<file path="src/rtl/cache_pkg.sv">
`default_nettype none
// ============================================================================
// Module  : cache_pkg
// Brief   : Cache line geometry constants, sequencer state and line address
//           layout shared by the line address sequencer.
// Revision: 1.0
// ============================================================================
package cache_pkg;

    localparam int C_ADDR_WIDTH  = 32;
    localparam int C_TAG_BITS    = 22;
    localparam int C_INDEX_BITS  = 4;
    localparam int C_OFFSET_BITS = 6;
    localparam int C_BEAT_BITS   = 2;
    localparam int C_BEATS       = 2 ** (C_OFFSET_BITS - C_BEAT_BITS);

    typedef enum logic [0:0] {
        IDLE  = 1'b0,
        BURST = 1'b1
    } seq_state_e;

    typedef struct packed {
        logic [C_TAG_BITS-1:0]    tag;
        logic [C_INDEX_BITS-1:0]  index;
        logic [C_OFFSET_BITS-1:0] offset;
    } line_addr_t;

endpackage
`default_nettype wire

</file>
<file path="src/rtl/line_beat_counter.sv">
`default_nettype none
// ============================================================================
// Module  : line_beat_counter
// Brief   : Loadable wrapping beat counter with a remaining-beats count and
//           last-beat detect for one cache line burst.
// Revision: 1.0
// ============================================================================
module line_beat_counter
    import cache_pkg::*;
#(
    parameter int BEAT_CNT_BITS = C_OFFSET_BITS - C_BEAT_BITS
) (
    input  logic                     clk,
    input  logic                     rst_n,
    input  logic                     load,
    input  logic [BEAT_CNT_BITS-1:0] start_beat,
    input  logic                     advance,
    output logic [BEAT_CNT_BITS-1:0] beat,
    output logic                     last
);

    localparam int C_NUM_BEATS = 2 ** BEAT_CNT_BITS;
    localparam int C_REM_BITS  = $clog2(C_NUM_BEATS + 1);

    logic [BEAT_CNT_BITS-1:0] r_beat;
    logic [C_REM_BITS-1:0]    r_remaining;

    // The beat index wraps naturally at its width, giving the critical-word wrap.
    always_ff @(posedge clk or negedge rst_n) begin
        if (!rst_n) begin
            r_beat      <= '0;
            r_remaining <= '0;
        end else if (load) begin
            r_beat      <= start_beat;
            r_remaining <= C_REM_BITS'(C_NUM_BEATS);
        end else if (advance) begin
            r_beat      <= r_beat + BEAT_CNT_BITS'(1);
            r_remaining <= r_remaining - C_REM_BITS'(1);
        end
    end

    assign beat = r_beat;
    assign last = (r_remaining == C_REM_BITS'(1));

endmodule
`default_nettype wire

</file>
<file path="src/rtl/line_addr_sequencer.sv">
`default_nettype none
// ============================================================================
// Module  : line_addr_sequencer
// Brief   : Turns one {tag, index, offset} line request into a burst of bus
//           beat addresses. Define CRIT_WORD_FIRST_EN to start at the
//           requested beat and wrap; otherwise bursts always start at beat 0.
// Revision: 1.0
// ============================================================================
module line_addr_sequencer
    import cache_pkg::*;
#(
    parameter int ADDR_WIDTH  = C_ADDR_WIDTH,
    parameter int OFFSET_BITS = C_OFFSET_BITS,
    parameter int INDEX_BITS  = C_INDEX_BITS,
    parameter int TAG_BITS    = C_TAG_BITS,
    parameter int BEAT_BITS   = C_BEAT_BITS
) (
    input  logic                   clk,
    input  logic                   rst_n,
    input  logic                   req_valid,
    output logic                   req_ready,
    input  logic [TAG_BITS-1:0]    req_tag,
    input  logic [INDEX_BITS-1:0]  req_index,
    input  logic [OFFSET_BITS-1:0] req_offset,
    input  logic                   req_write,
    output logic                   bus_valid,
    input  logic                   bus_ready,
    output logic [ADDR_WIDTH-1:0]  bus_addr,
    output logic                   bus_write,
    output logic                   bus_last,
    output logic                   done
);

    localparam int C_BEAT_CNT_BITS = OFFSET_BITS - BEAT_BITS;

    if ((ADDR_WIDTH != TAG_BITS + INDEX_BITS + OFFSET_BITS) ||
        (ADDR_WIDTH != $bits(line_addr_t))) begin : g_bad_cfg
        $error("line_addr_sequencer: ADDR_WIDTH must equal TAG_BITS+INDEX_BITS+OFFSET_BITS");
    end

    seq_state_e                 r_state;
    logic [TAG_BITS-1:0]        r_tag;
    logic [INDEX_BITS-1:0]      r_index;
    logic                       r_write;
    logic                       r_bus_valid;
    logic                       r_done;

    logic                       w_accept;
    logic                       w_handshake;
    logic                       w_last;
    logic [C_BEAT_CNT_BITS-1:0] w_start_beat;
    logic [C_BEAT_CNT_BITS-1:0] w_beat;
    line_addr_t                 w_beat_line;
    logic                       w_unused_offset;

    assign w_accept    = req_valid && (r_state == IDLE);
    assign w_handshake = r_bus_valid && bus_ready;

`ifdef CRIT_WORD_FIRST_EN
    assign w_start_beat = req_offset[OFFSET_BITS-1:BEAT_BITS];
`else
    assign w_start_beat = '0;
`endif
    // Sub-beat offset bits never affect the burst.
    assign w_unused_offset = ^req_offset;

    line_beat_counter #(
        .BEAT_CNT_BITS (C_BEAT_CNT_BITS)
    ) u_beat_counter (
        .clk        (clk),
        .rst_n      (rst_n),
        .load       (w_accept),
        .start_beat (w_start_beat),
        .advance    (w_handshake),
        .beat       (w_beat),
        .last       (w_last)
    );

    always_ff @(posedge clk or negedge rst_n) begin
        if (!rst_n) begin
            r_state     <= IDLE;
            r_tag       <= '0;
            r_index     <= '0;
            r_write     <= 1'b0;
            r_bus_valid <= 1'b0;
            r_done      <= 1'b0;
        end else begin
            r_done <= 1'b0;
            case (r_state)
                IDLE: begin
                    if (req_valid) begin
                        r_state     <= BURST;
                        r_tag       <= req_tag;
                        r_index     <= req_index;
                        r_write     <= req_write;
                        r_bus_valid <= 1'b1;
                    end
                end
                BURST: begin
                    if (w_handshake && w_last) begin
                        r_state     <= IDLE;
                        r_bus_valid <= 1'b0;
                        r_done      <= 1'b1;
                    end
                end
                default: begin
                    r_state     <= IDLE;
                    r_bus_valid <= 1'b0;
                end
            endcase
        end
    end

    always_comb begin
        w_beat_line        = '0;
        w_beat_line.tag    = r_tag;
        w_beat_line.index  = r_index;
        w_beat_line.offset = {w_beat, {BEAT_BITS{1'b0}}};
    end

    assign req_ready = (r_state == IDLE);
    assign bus_valid = r_bus_valid;
    assign bus_addr  = w_beat_line;
    assign bus_write = r_write;
    assign bus_last  = r_bus_valid && w_last;
    assign done      = r_done;

endmodule
`default_nettype wire

</file>
<file path="config.mk">
export PLATFORM = sky130hd
export DESIGN_NAME = line_addr_sequencer
export DESIGN_NICKNAME = d
export VERILOG_FILES = /design/src/rtl/cache_pkg.sv /design/src/rtl/line_beat_counter.sv /design/src/rtl/line_addr_sequencer.sv
export SDC_FILE = /design/constraint.sdc
export NUM_CORES = 1
export LEC_CHECK = 0
export ABC_AREA = 0
export BUFFER_PORTS_ARGS = -buffer_cell sky130_fd_sc_hd__buf_2
export CAP_MARGIN = 20
export CORE_AREA = 10 10 74 76
export DETAILED_ROUTE_END_ITERATION = 10
export DIE_AREA = 0 0 84 86
export GPL_TIMING_DRIVEN = 0
export PLACE_DENSITY = 0.72
export RECOVER_POWER = 50
export SYNTH_ARGS = -nofsm -noshare
export SYNTH_HDL_FRONTEND = slang
export SYNTH_SLANG_ARGS = --single-unit
</file>
<file path="constraint.sdc">
create_clock -name clk -period 1.26 [get_ports clk]
set_input_delay 0.315 -clock clk [delete_from_list [all_inputs] [get_ports clk]]
set_output_delay 0.315 -clock clk [all_outputs]
set_load 0.02 [all_outputs]
</file>
=== Yosys cells after proc, flatten, opt, wreduce, memory -nomap -nowiden ===
Index checks and enable logic that the tools add are counted.
W data, S select, Z words.

* Latch bits: 0
* Word-level logic and storage cells: 33
* Register bits after elaboration: 39
* Bits in read-only memories: 0
* Input port bits: 37
* Memories kept: 0
* Output and inout bits: 37
* Memory bits (writable): 0

* $mul: 0
* Div/mod/pow operators: 0
* Bitwise gates (word level): 1
* Multiplexer cells: 12
* Reduce and logical (&&, ||, !) cells: 7
* Add/sub/neg operators: 2
* Shifts and indexed selects: 0
* Equal/unequal tests: 3
* $lt $le $gt $ge: 0

{| class="wikitable"
|+ Operators by type and width
! kind !! count
|-
| $mux W5 || 2
|-
| $mux W4 || 2
|-
| $mux W1 || 6
|-
| $eq A5 B1 Y1 const B || 1
|-
| $sub A5 B1 Y5 const B || 1
|-
| $add A4 B1 Y4 const B || 1
|-
| $logic_and A1 B1 Y1 || 4
|-
| $pmux W1 S2 || 2
|-
| $reduce_and A2 Y1 || 2
|-
| $ne A2 B1 Y1 const B || 1
|-
| $ne A2 B2 Y1 const B || 1
|-
| $reduce_bool A2 Y1 || 1
|-
| $not A1 Y1 || 1
|}

=== Logic depth before layout (Yosys ltp) ===
Gate-level depths: netlist (run 1).

* Depth after elaboration: 4
* Gate-level depth with buffers: 5
* Depth with buffers taken out: 5

=== Modules after synthesis ===
A second synthesis (run 1) with hierarchy kept.

* Cell total of the unflattened synthesis: 116
* Area total of the unflattened synthesis: 1,727.9 um^2

{| class="wikitable"
|+ Modules (own cells, without submodules)
! module !! seq. area each (um^2) !! cells an instance !! instances !! area each (um^2)
|-
| line_addr_sequencer || 750.7 || 73 || 1 || 1,253.7
|-
| line_beat_counter || 225.2 || 43 || 1 || 474.2
|}

=== Worst setup path before layout (run 1) ===
No wires, ideal clock.

* Path kind: register to output
* Start point: register u_beat_counter.r_remaining[1]
* End point: output port bus_last
* Slack: -193 ps
* Buffers on the path: 0
* Data required time: 945 ps
* Cell stages (with the launch flop): 5
* Data arrival time: 1,138 ps
* Path through: dfrtp_1 -> inv_1 -> ha_1 -> nor4b_1 -> and2_1

* Cells in the longest elaborated chain, start to end: 2

{| class="wikitable"
|+ RTL lines
! what !! line !! source
|-
| start: declaration || line_beat_counter.sv:26 || <nowiki>logic [C_REM_BITS-1:0] r_remaining;</nowiki>
|-
| start signal: assignment || line_beat_counter.sv:35 || <nowiki>r_remaining <= C_REM_BITS'(C_NUM_BEATS);</nowiki>
|-
| start signal: assignment || line_beat_counter.sv:38 || <nowiki>r_remaining <= r_remaining - C_REM_BITS'(1);</nowiki>
|-
| $eq A5 B1 Y1 || line_beat_counter.sv:43 || <nowiki>assign last = (r_remaining == C_REM_BITS'(1));</nowiki>
|-
| $logic_and A1 B1 Y1 || line_addr_sequencer.sv:125 || <nowiki>assign bus_last = r_bus_valid && w_last;</nowiki>
|-
| end: declaration || line_addr_sequencer.sv:30 || <nowiki>output logic bus_last,</nowiki>
|}

No other way between the ends.

=== Worst setup path after layout (run 1) ===
Same ends and word-level chain as after synthesis.

==> results of run 1 <==
-- logic make-up (layout without fill, tap and decap cells) --
group / count (synthesis) / in the layout / share of synthesized area, %
buffers and inverters: 13 / 94 / 4.06
and+or+nand+nor: 106 / 106 / 27.1
adders and majority gates: 3 / 3 / 2.35
DFF: 39 / 39 / 61.0
AOI/OAI and AO/OA: 9 / 9 / 3.05
other: 1 / 2 / 0.234
xor gates and xnor gates: 4 / 4 / 2.19
-- per-layer routing --
metal | share of wire (%) | vias to the layer above | wire (um)
met5 | 0 | - | 0
met4 | 1.5 | 0 | 62
met3 | 7.9 | 4 | 328
met2 | 50 | 46 | 2080
met1 | 41 | 630 | 1680
li1 | - | 708 | -
-- sequential cells by signal, indices dropped and copies added (netlist names) --
name	flops
r_state	1
bus_write	1
r_index	4
r_tag	22
u_beat_counter.r_remaining	5
u_beat_counter.beat	4
bus_valid	1
done	1
-- stage by stage --
step	hold slack (ps)	std cells
floorplan	19.4	176
global placement	452	291
detailed placement	457	291
CTS	165	302
global route	201	307
finish	168	307
-- final timing paths --
path	from	to	slack (ps)	depth (start not counted)
max	u_beat_counter.r_remaining[1]$_DFFE_PN0P_	bus_last	-480	5
min	rst_n	u_beat_counter.beat[2]$_DFFE_PN0P_	170	1
max reg2reg	u_beat_counter.r_remaining[0]$_DFFE_PN0P_	u_beat_counter.r_remaining[4]$_DFFE_PN0P_	-310	7
min reg2reg	r_index[0]$_DFFE_PN0P_	r_index[0]$_DFFE_PN0P_	470	2
max in group asynchronous	rst_n	bus_valid$_DFFE_PN0P_	440	1
min in group clk	req_tag[8]	r_tag[8]$_DFFE_PN0P_	220	3
-- cell usage in the layout (no fill, tap or decap), drive strengths merged --
cell    count
or4         1
nand3       4
o21ai       2
conb        2
nor2        6
a31oi       1
xnor2       2
nand2b      2
dfrtp      39
nor4b       1
and2        2
ha          3
buf        72
o31ai       1
or3         3
a21oi       5
and3        1
clkbuf     18
xor2        2
nor2b       1
inv         3
nand2      85
bufinv      1
-- critical path: cells and delay by family, from the launching register on --
| family | cells | cell delay [ps] |
|---|---|---|
| adders and majority gates | 1 | 120 |
| buffers and inverters | 2 | 200 |
| DFF | 1 | 410 |
| and+or+nand+nor | 2 | 420 |
-- report_power, final --
part	leakage, uW	switching [uW]	internal, uW
sequential	0.000483	390	1830
clock	0.0000513	391	580
combinational	0.000715	1440	955
-- cell type report --
class,count,area [um^2]
repair buffers,74,415
multi-input cells,124,614
flip-flops and latches,39,977
plain buffers,10,72.6
well taps,50,62.6
fillers,379,1720
clock buffers,6,72.6
inverters,3,11.3
clock inverters,1,30.0
-- what timing repair did --
item,in CTS,in global routing
buffers inserted,4,6
setup endpoints to repair,6,33
resized for setup,8,21
pin swaps,2,5
==> results.ini, run 1 <==
[timing]
hold_viol=0
finalClockSkew_ps=3.75
tightest_slew_ps=944
relSlewSlack_pct=37.1
rsz0062_at_grt=true
post-route-min-period_ps=1740
finalSetupViolCount=6
fin_tns_setup_ps=-1330
fmax_mhz=576
fin_ws_ps=-476
final_max_slew_viol_count=0
fin_crit_sh_pct=138

[worst_setup_path]
worstSetupPathType=flop to output pin
worstPathMaxFanout=2
critPathCaptureType=output pin
slowest_delay_ps=410
crit_path_cell_trace=inv_2 > ha_4 > nor4b_4 > and2_4 > buf_6
startpoint_type=flop
cp.required_ps=940
cp.arrival_ps=1420
cpMaxStageDelayCell=dfrtp_1

[clock_tree]
cts_tree=yes
clk_pin_slew_ps=70
postCtsHoldBufs=0
cts-root-buf=clkbuf_8
cts_buffers=5
clk_path_buf_depth=2
htreeDepth=2
clk-insertion-delay-late_ps=280
clock-sinks=39

[route]
ant_nets=0
wirelength_um=4160
wire_per_inst_um=13.5
vias_per_cell=4.52
drt_iter0_markers=51
vias=1388
drt_pass1_iterations=4
drc=0

[global_routing]
grt_use_met3_pct=5.30
grt_overflow=0
antenna_found_initial=0
use_met2_pct=19.7
grt.total_usage_pct=11.5
grt_pass1_vias=1454
grt_pass1_wl_um=6800
grt_max_degree=40
globalRouteMet1Util_pct=11.9
grt_busiest_layer=met2

[logic_synthesis]
synth_edf_count=0
syn_avg_cell_area_um2=9.14
netlist_top_cells_count=85 x nand2_1, 39 x dfrtp_1, 7 x buf_2
yosysTopAreaCell=dfrtp_1
syn_area_um2=1600
synth_cell_types=23
async_flop_share_pct=100
synth_most_common_cell=nand2_1
synth.area.top_cells=dfrtp_1 61%, nand2_1 20%, ha_1 2.3%
synth_warnings=0
yosysTopAreaCellShare_pct=61.0
synthFlopType=dfrtp_1
seq_area_frac_synth_pct=61.0
ys_seq_elements=39
synthCells=175

[cells_and_area]
syn_to_final_growth_pct=41.0
num_antenna_cells=0
utilization_pct=56.8
drive_gt1_share_pct=39.3
finalInstanceArea_um2=2260
fin_nets=297

[power]
p_per_area_nw_per_um2=2470
ir_drop_mv=1.20
total_power_uw=5580
leakage_uw=0.00125

[placement]
placed_cell_area_um2=2010
pre_cts_slack_ps=-220
place_hpwl_um=2940
place_congestion=0.722
portBuffers=65

[status]
outcome=finished with violations
failed_checks=setup timing

[job]
cap_violations=0

[floorplan]
coreArea_um2=3970
die_x_um=84
rows=23
die_h_um=86
start_util_pct=40.3
io_pins=74
dieArea_um2=7220

[worst_hold_path]
hold_class=primary input to asynchronous set/reset pin

Note: power is estimated with default switching activity, not from simulation.
==> run 2, diff against run 1 <==
CELL_PAD_IN_SITES_DETAIL_PLACEMENT = 1   (was default)
CELL_PAD_IN_SITES_GLOBAL_PLACEMENT = 1   (was default)
CORE_AREA = 10 10 86 88   (was 10 10 74 76)
DIE_AREA = 0 0 96 98   (was 0 0 84 86)
PLACE_DENSITY = 0.71   (was 0.72)
==> results.ini, run 2 (synthesis gave the netlist of run 1 again) <==
[timing]
fin_crit_sh_pct=138  ; -0.26 points
finalSetupViolCount=6  ; unchanged
tightest_slew_ps=1030  ; +81.5 ps
fmax_mhz=577  ; +0.19%
hold_viol=0  ; unchanged
rsz0062_at_grt=true
post-route-min-period_ps=1730  ; -3.31 ps
fin_ws_ps=-473  ; +3.31 ps
final_max_slew_viol_count=0  ; unchanged
finalClockSkew_ps=15.5  ; +11.7 ps
fin_tns_setup_ps=-1190  ; +137 ps
relSlewSlack_pct=31.6  ; -5.4 points

[power]
ir_drop_mv=0.942  ; -22%
sequentialPowerShare_pct=36.7  ; -3.1 points
p_int_uw=3700  ; +10%
swShare_pct=39.0  ; -0.72 points
p_per_area_nw_per_um2=2550  ; +3.2%
pwr-share-clk_pct=20.6  ; +3.2 points
p_sw_uw=2370  ; +6.7%
leakage_uw=0.00129  ; +3.4%
pwr-share-comb_pct=42.7  ; about the same

[worst_setup_path]
worstSetupPathType=flop to output pin
cp.buffers_inverters=2  ; unchanged
cp.arrival_ps=1420  ; about the same
cpMaxStageDelayCell=dfrtp_1
cp.required_ps=940  ; about the same
startpoint_type=flop
crit_path_cell_trace=inv_2 > ha_4 > nor4b_4 > and2_4 > buf_6
slowest_delay_ps=400  ; about the same
worstPathMaxFanout=2  ; unchanged
critPathCaptureType=output pin
critPathTopFamily=simple AND/OR/NAND/NOR gates

[placement]
placedCellCount=316  ; +8.6%
place_hpwl_um=3390  ; +15%
portBuffers=65  ; unchanged
place_congestion=0.682  ; -5.6%

[cells_and_area]
regMostFlops=r_tag
fin_cells=335  ; +9.1%
multi_input_area_um2=651  ; +5.9%
drive_gt1_share_pct=42.3  ; +3.0 points
fillers=699  ; +84%
largest_register_ffs=22  ; unchanged
seq_area_um2=977  ; unchanged
layout_common_cells=84 x nand2_1, 53 x buf_2, 38 x dfrtp_1
layout_commonest_cell=nand2_1
syn_to_final_growth_pct=48.5
fin_nets=299  ; +0.67%
num_antenna_cells=0  ; unchanged
top_regs=r_tag (22), u_beat_counter.r_remaining (5)

[route]
vias_per_cell=4.34  ; -4.1%
drt_pass1_iterations=2  ; -2
drt_iter0_markers=17  ; -67%
drc=0  ; unchanged
ant_nets=0  ; unchanged
vias=1453  ; +4.7%
wire_per_inst_um=14.5  ; +6.8%
wirelength_um=4840  ; +17%

[global_routing]
grt_overflow=0  ; unchanged
grt_pass1_wl_um=7870  ; +16%
grt_pass1_vias=1564  ; +7.6%
grt_max_degree=40  ; unchanged
grt.total_usage_pct=10.4  ; -1.1 points
antenna_found_initial=0  ; unchanged

[floorplan]
start_util_pct=27.9  ; -12 points
rows=28  ; +22%
io_pins=74  ; unchanged
coreArea_um2=5750  ; +45%
dieArea_um2=9410  ; +30%
die_x_um=96  ; +14%
die_h_um=98  ; +14%

[clock_tree]
clock-sinks=39  ; unchanged
cts_tree=yes
cts-root-buf=clkbuf_8
cts_buffers=5  ; unchanged
clk_path_buf_depth=2  ; unchanged
clk_pin_slew_ps=90  ; +20 ps
clk-insertion-delay-late_ps=300  ; +20 ps
htreeDepth=2  ; unchanged
postCtsHoldBufs=0  ; unchanged

[job]
cap_violations=0  ; unchanged

[status]
failed_checks=setup timing
outcome=finished with violations

[worst_hold_path]
hold_class=primary input to asynchronous set/reset pin

[run 2: cell count changes in the layout (fill, tap and decap cells not counted), moves of 2 or more]
| cell | delta |
|---|---|
| buf_2 | -2 |
| buf_4 | +4 |
| clkbuf_2 | +2 |
| clkbuf_4 | -2 |
[run 2: cell type report]
type / count / area share (%)
inverter: 3 / 0.474
clock buffer: 6 / 3.05
multi-input combinational: 124 / 27.4
timing repair buffer: 77 / 18.4
buffer: 9 / 3.05
clock inverter: 2 / 2.53
tap: 75 / 3.95
sequential: 39 / 41.1
[run 2: metrics by stage]
stage               area, um^2  setup slack, ps  total power (uW)  utilization [%]  hold WS [ps]
global placement          2040             -216              4340             35.5           453
finish                    2380             -473              6070             41.4           180
global route              2380             -540              6560             41.4           199
detailed placement        2040             -254              4420             35.5           459
CTS                       2250             -473              5890             39.2           180
floorplan                 1620            -24.1              3560                -          19.4
[run 2: layer usage]
metal / global-route usage (%) / up-vias / part of all wire (%)
li1: - / 705 / -
met1: 11.9 / 703 / 41
met2: 17.6 / 39 / 51
met3: 3.75 / 6 / 7.0
met4: 2.72 / 0 / 0.99
met5: 0 / - / 0
[run 2: final timing paths]
| path | start | endpoint | slack [ps] | cells after the start |
|---|---|---|---|---|
| hold / removal | rst_n | r_tag[20]$_DFFE_PN0P_ | 180 | 1 |
| min in group clk | req_tag[19] | r_tag[19]$_DFFE_PN0P_ | 210 | 3 |
| setup / recovery | u_beat_counter.r_remaining[1]$_DFFE_PN0P_ | bus_last | -470 | 5 |
| max in group asynchronous | rst_n | bus_valid$_DFFE_PN0P_ | 400 | 1 |
| hold reg to reg | r_tag[2]$_DFFE_PN0P_ | r_tag[2]$_DFFE_PN0P_ | 470 | 2 |
| setup reg to reg | u_beat_counter.r_remaining[0]$_DFFE_PN0P_ | u_beat_counter.r_remaining[3]$_DFFE_PN0P_ | -320 | 5 |
[run 2: repair_timing]
item,4_1_cts,5_1_grt
pin swaps,2,5
gates resized for setup,8,32
buffers inserted,7,5
setup endpoints to repair,17,36
[run 2: power by group through the flow]
| stage | sequential [uW] | clock, uW | combinational [uW] |
|---|---|---|---|
| floorplan | 2830 | 0 | 727 |
| global placement | 2220 | 0 | 2120 |
| detailed placement | 2250 | 0 | 2170 |
| CTS | 2220 | 1290 | 2370 |
| global route | 2310 | 1350 | 2900 |
| finish | 2230 | 1250 | 2590 |
==> run 3, diff against run 2 <==
clock period = 1.4 ns   (was 1.26 ns; I/O delays follow)
==> results.ini, run 3 (synthesis gave the netlist of run 1 again) <==
[status]
outcome=finished with violations
failed_checks=setup timing

[timing]
finalClockSkew_ps=4.28  ; -11.2 ps
hold_viol=0  ; unchanged
fin_tns_setup_ps=-1040  ; +158 ps
rsz0062_at_grt=true
post-route-min-period_ps=1780
tightest_slew_ps=1030  ; +0.183 ps
finalSetupViolCount=21  ; +15
fin_hold_ws_ps=225  ; +45.1 ps
fmax_mhz=563
fin_ws_ps=-375  ; +97.8 ps
final_max_slew_viol_count=0  ; unchanged
fin_crit_sh_pct=127
relSlewSlack_pct=31.6  ; about the same

[power]
pwr-share-comb_pct=39.8  ; -2.9 points
p_sw_uw=2020  ; -15%
leakage_uw=0.00121  ; -6.6%
sequentialPowerShare_pct=40.4  ; +3.7 points
pwr-share-clk_pct=19.7  ; -0.9 points
p_int_uw=2960  ; -20%
p_per_area_nw_per_um2=2250  ; -12%
swShare_pct=40.6  ; +1.6 points
ir_drop_mv=0.836  ; -11%

[clock_tree]
cts_tree=yes
clock-sinks=39  ; unchanged
cts-root-buf=clkbuf_8
clk_path_buf_depth=2  ; unchanged
postCtsHoldBufs=0  ; unchanged
clk-insertion-delay-late_ps=290  ; about the same
clk_pin_slew_ps=80  ; about the same
htreeDepth=2  ; unchanged
cts_buffers=5  ; unchanged

[route]
drt_iter0_markers=46  ; +29
wirelength_um=4580  ; -5.4%
drc=0  ; unchanged
wire_per_inst_um=14.0  ; -3.4%
vias_per_cell=4.29  ; -1.0%
drt_pass1_iterations=4  ; +2
ant_nets=0  ; unchanged
vias=1408  ; -3.1%

[global_routing]
grt_max_degree=40  ; unchanged
grt_pass1_wl_um=7540  ; -4.1%
antenna_found_initial=0  ; unchanged
grt_overflow=0  ; unchanged
grt_pass1_vias=1519  ; -2.9%
grt.total_usage_pct=9.87  ; -0.52 points

[floorplan]
dieArea_um2=9410  ; unchanged
io_pins=74  ; unchanged
rows=28  ; unchanged
start_util_pct=27.9  ; unchanged
die_h_um=98  ; unchanged
die_x_um=96  ; unchanged
coreArea_um2=5750  ; unchanged

[worst_setup_path]
critPathCaptureType=output pin
cp.required_ps=1050  ; +110 ps
startpoint_type=flop
worstPathMaxFanout=3  ; +1
cp.arrival_ps=1430  ; about the same
worstSetupPathType=flop to output pin

[cells_and_area]
num_antenna_cells=0  ; unchanged
layout_commonest_cell=nand2_1
seq_area_um2=977  ; unchanged
syn_to_final_growth_pct=38.2
utilization_pct=38.5  ; -2.9 points
fin_cells=328  ; -2.1%
regMostFlops=r_tag
multi_input_area_um2=607  ; -6.7%
layout_common_cells=85 x nand2_1, 61 x buf_2, 38 x dfrtp_1
fillers=732  ; +4.7%
drive_gt1_share_pct=33.6  ; -8.7 points
largest_register_ffs=22  ; unchanged
top_regs=r_tag (22), u_beat_counter.r_remaining (5)
fin_nets=292  ; -2.3%

[placement]
placedCellCount=316  ; unchanged
portBuffers=65  ; unchanged
place_hpwl_um=3390  ; +0.19%
place_congestion=0.717  ; +5.1%

[job]
cap_violations=0  ; unchanged

[worst_hold_path]
hold_class=primary input to asynchronous set/reset pin

## run 3: cell types whose count changed in the layout (fill, tap and decap cells not counted), sizes merged
cell    previous run  this run
bufinv             2         1
clkinv             0         1
buf               75        68
## run 3: cell type report
cell class / instances / area share, %
Buffer: 10 / 2.38
Inverter: 3 / 0.509
Multi-Input combinational cell: 124 / 27.4
Clock buffer: 6 / 3.74
Tap cell: 75 / 4.24
Clock inverter: 2 / 1.58
Sequential cell: 39 / 44.2
Timing Repair Buffer: 69 / 15.9
## run 3: path summary, 6_finish.rpt
| path | from | to | slack [ps] | cells after the start |
|---|---|---|---|---|
| worst max-delay path | u_beat_counter.r_remaining[1]$_DFFE_PN0P_ | bus_last | -380 | 5 |
| min in group clk | req_tag[14] | r_tag[14]$_DFFE_PN0P_ | 250 | 3 |
| worst min register to register | bus_write$_DFFE_PN0P_ | bus_write$_DFFE_PN0P_ | 470 | 2 |
| worst min-delay path | rst_n | u_beat_counter.beat[2]$_DFFE_PN0P_ | 230 | 1 |
| worst max register to register | u_beat_counter.r_remaining[1]$_DFFE_PN0P_ | u_beat_counter.r_remaining[3]$_DFFE_PN0P_ | -140 | 5 |
| max in group asynchronous | rst_n | u_beat_counter.r_remaining[0]$_DFFE_PN0P_ | 490 | 1 |
## run 3: critical path, stage by stage, from the launching register on
cell	delay, ps
dfrtp_1	410
inv_2	80
ha_4	120
nor4b_4	230
and2_4	190
buf_6	110
## run 3: stage by stage
step           power [uW]  cell area, um^2  setup WS [ps]
5_1_grt              5410             2210           -436
3_5_place_dp         3950             2030           -161
6_report             4980             2210           -375
4_1_cts              5070             2200           -375
3_3_place_gp         3870             2030           -156
2_1_floorplan        3170             1610           43.7
## run 3: power groups by stage
stage | clock, uW | combinational [uW] | sequential, uW
final | 982 | 1980 | 2010
after CTS | 1020 | 2040 | 2010
after floorplan | 0 | 638 | 2530
after global routing | 1080 | 2230 | 2090
after detailed placement | 0 | 1950 | 2000
after global placement | 0 | 1890 | 1980
## run 3: repair_timing
action                                 4_1_cts  5_1_grt
endpoints found under the hold margin        0        0
resized for setup                           10        1
cloned                                       0        0
buffers inserted                             2        2
pin swaps                                    3        1
setup endpoints to repair                    1        3
## run 3: per-layer routing
metal | track usage (%) | up-vias | wire (um)
met5 | 0 | - | 0
met4 | 3.41 | 0 | 31
met3 | 3.37 | 4 | 330
met2 | 16.4 | 41 | 2330
met1 | 11.4 | 670 | 1890
li1 | - | 693 | -
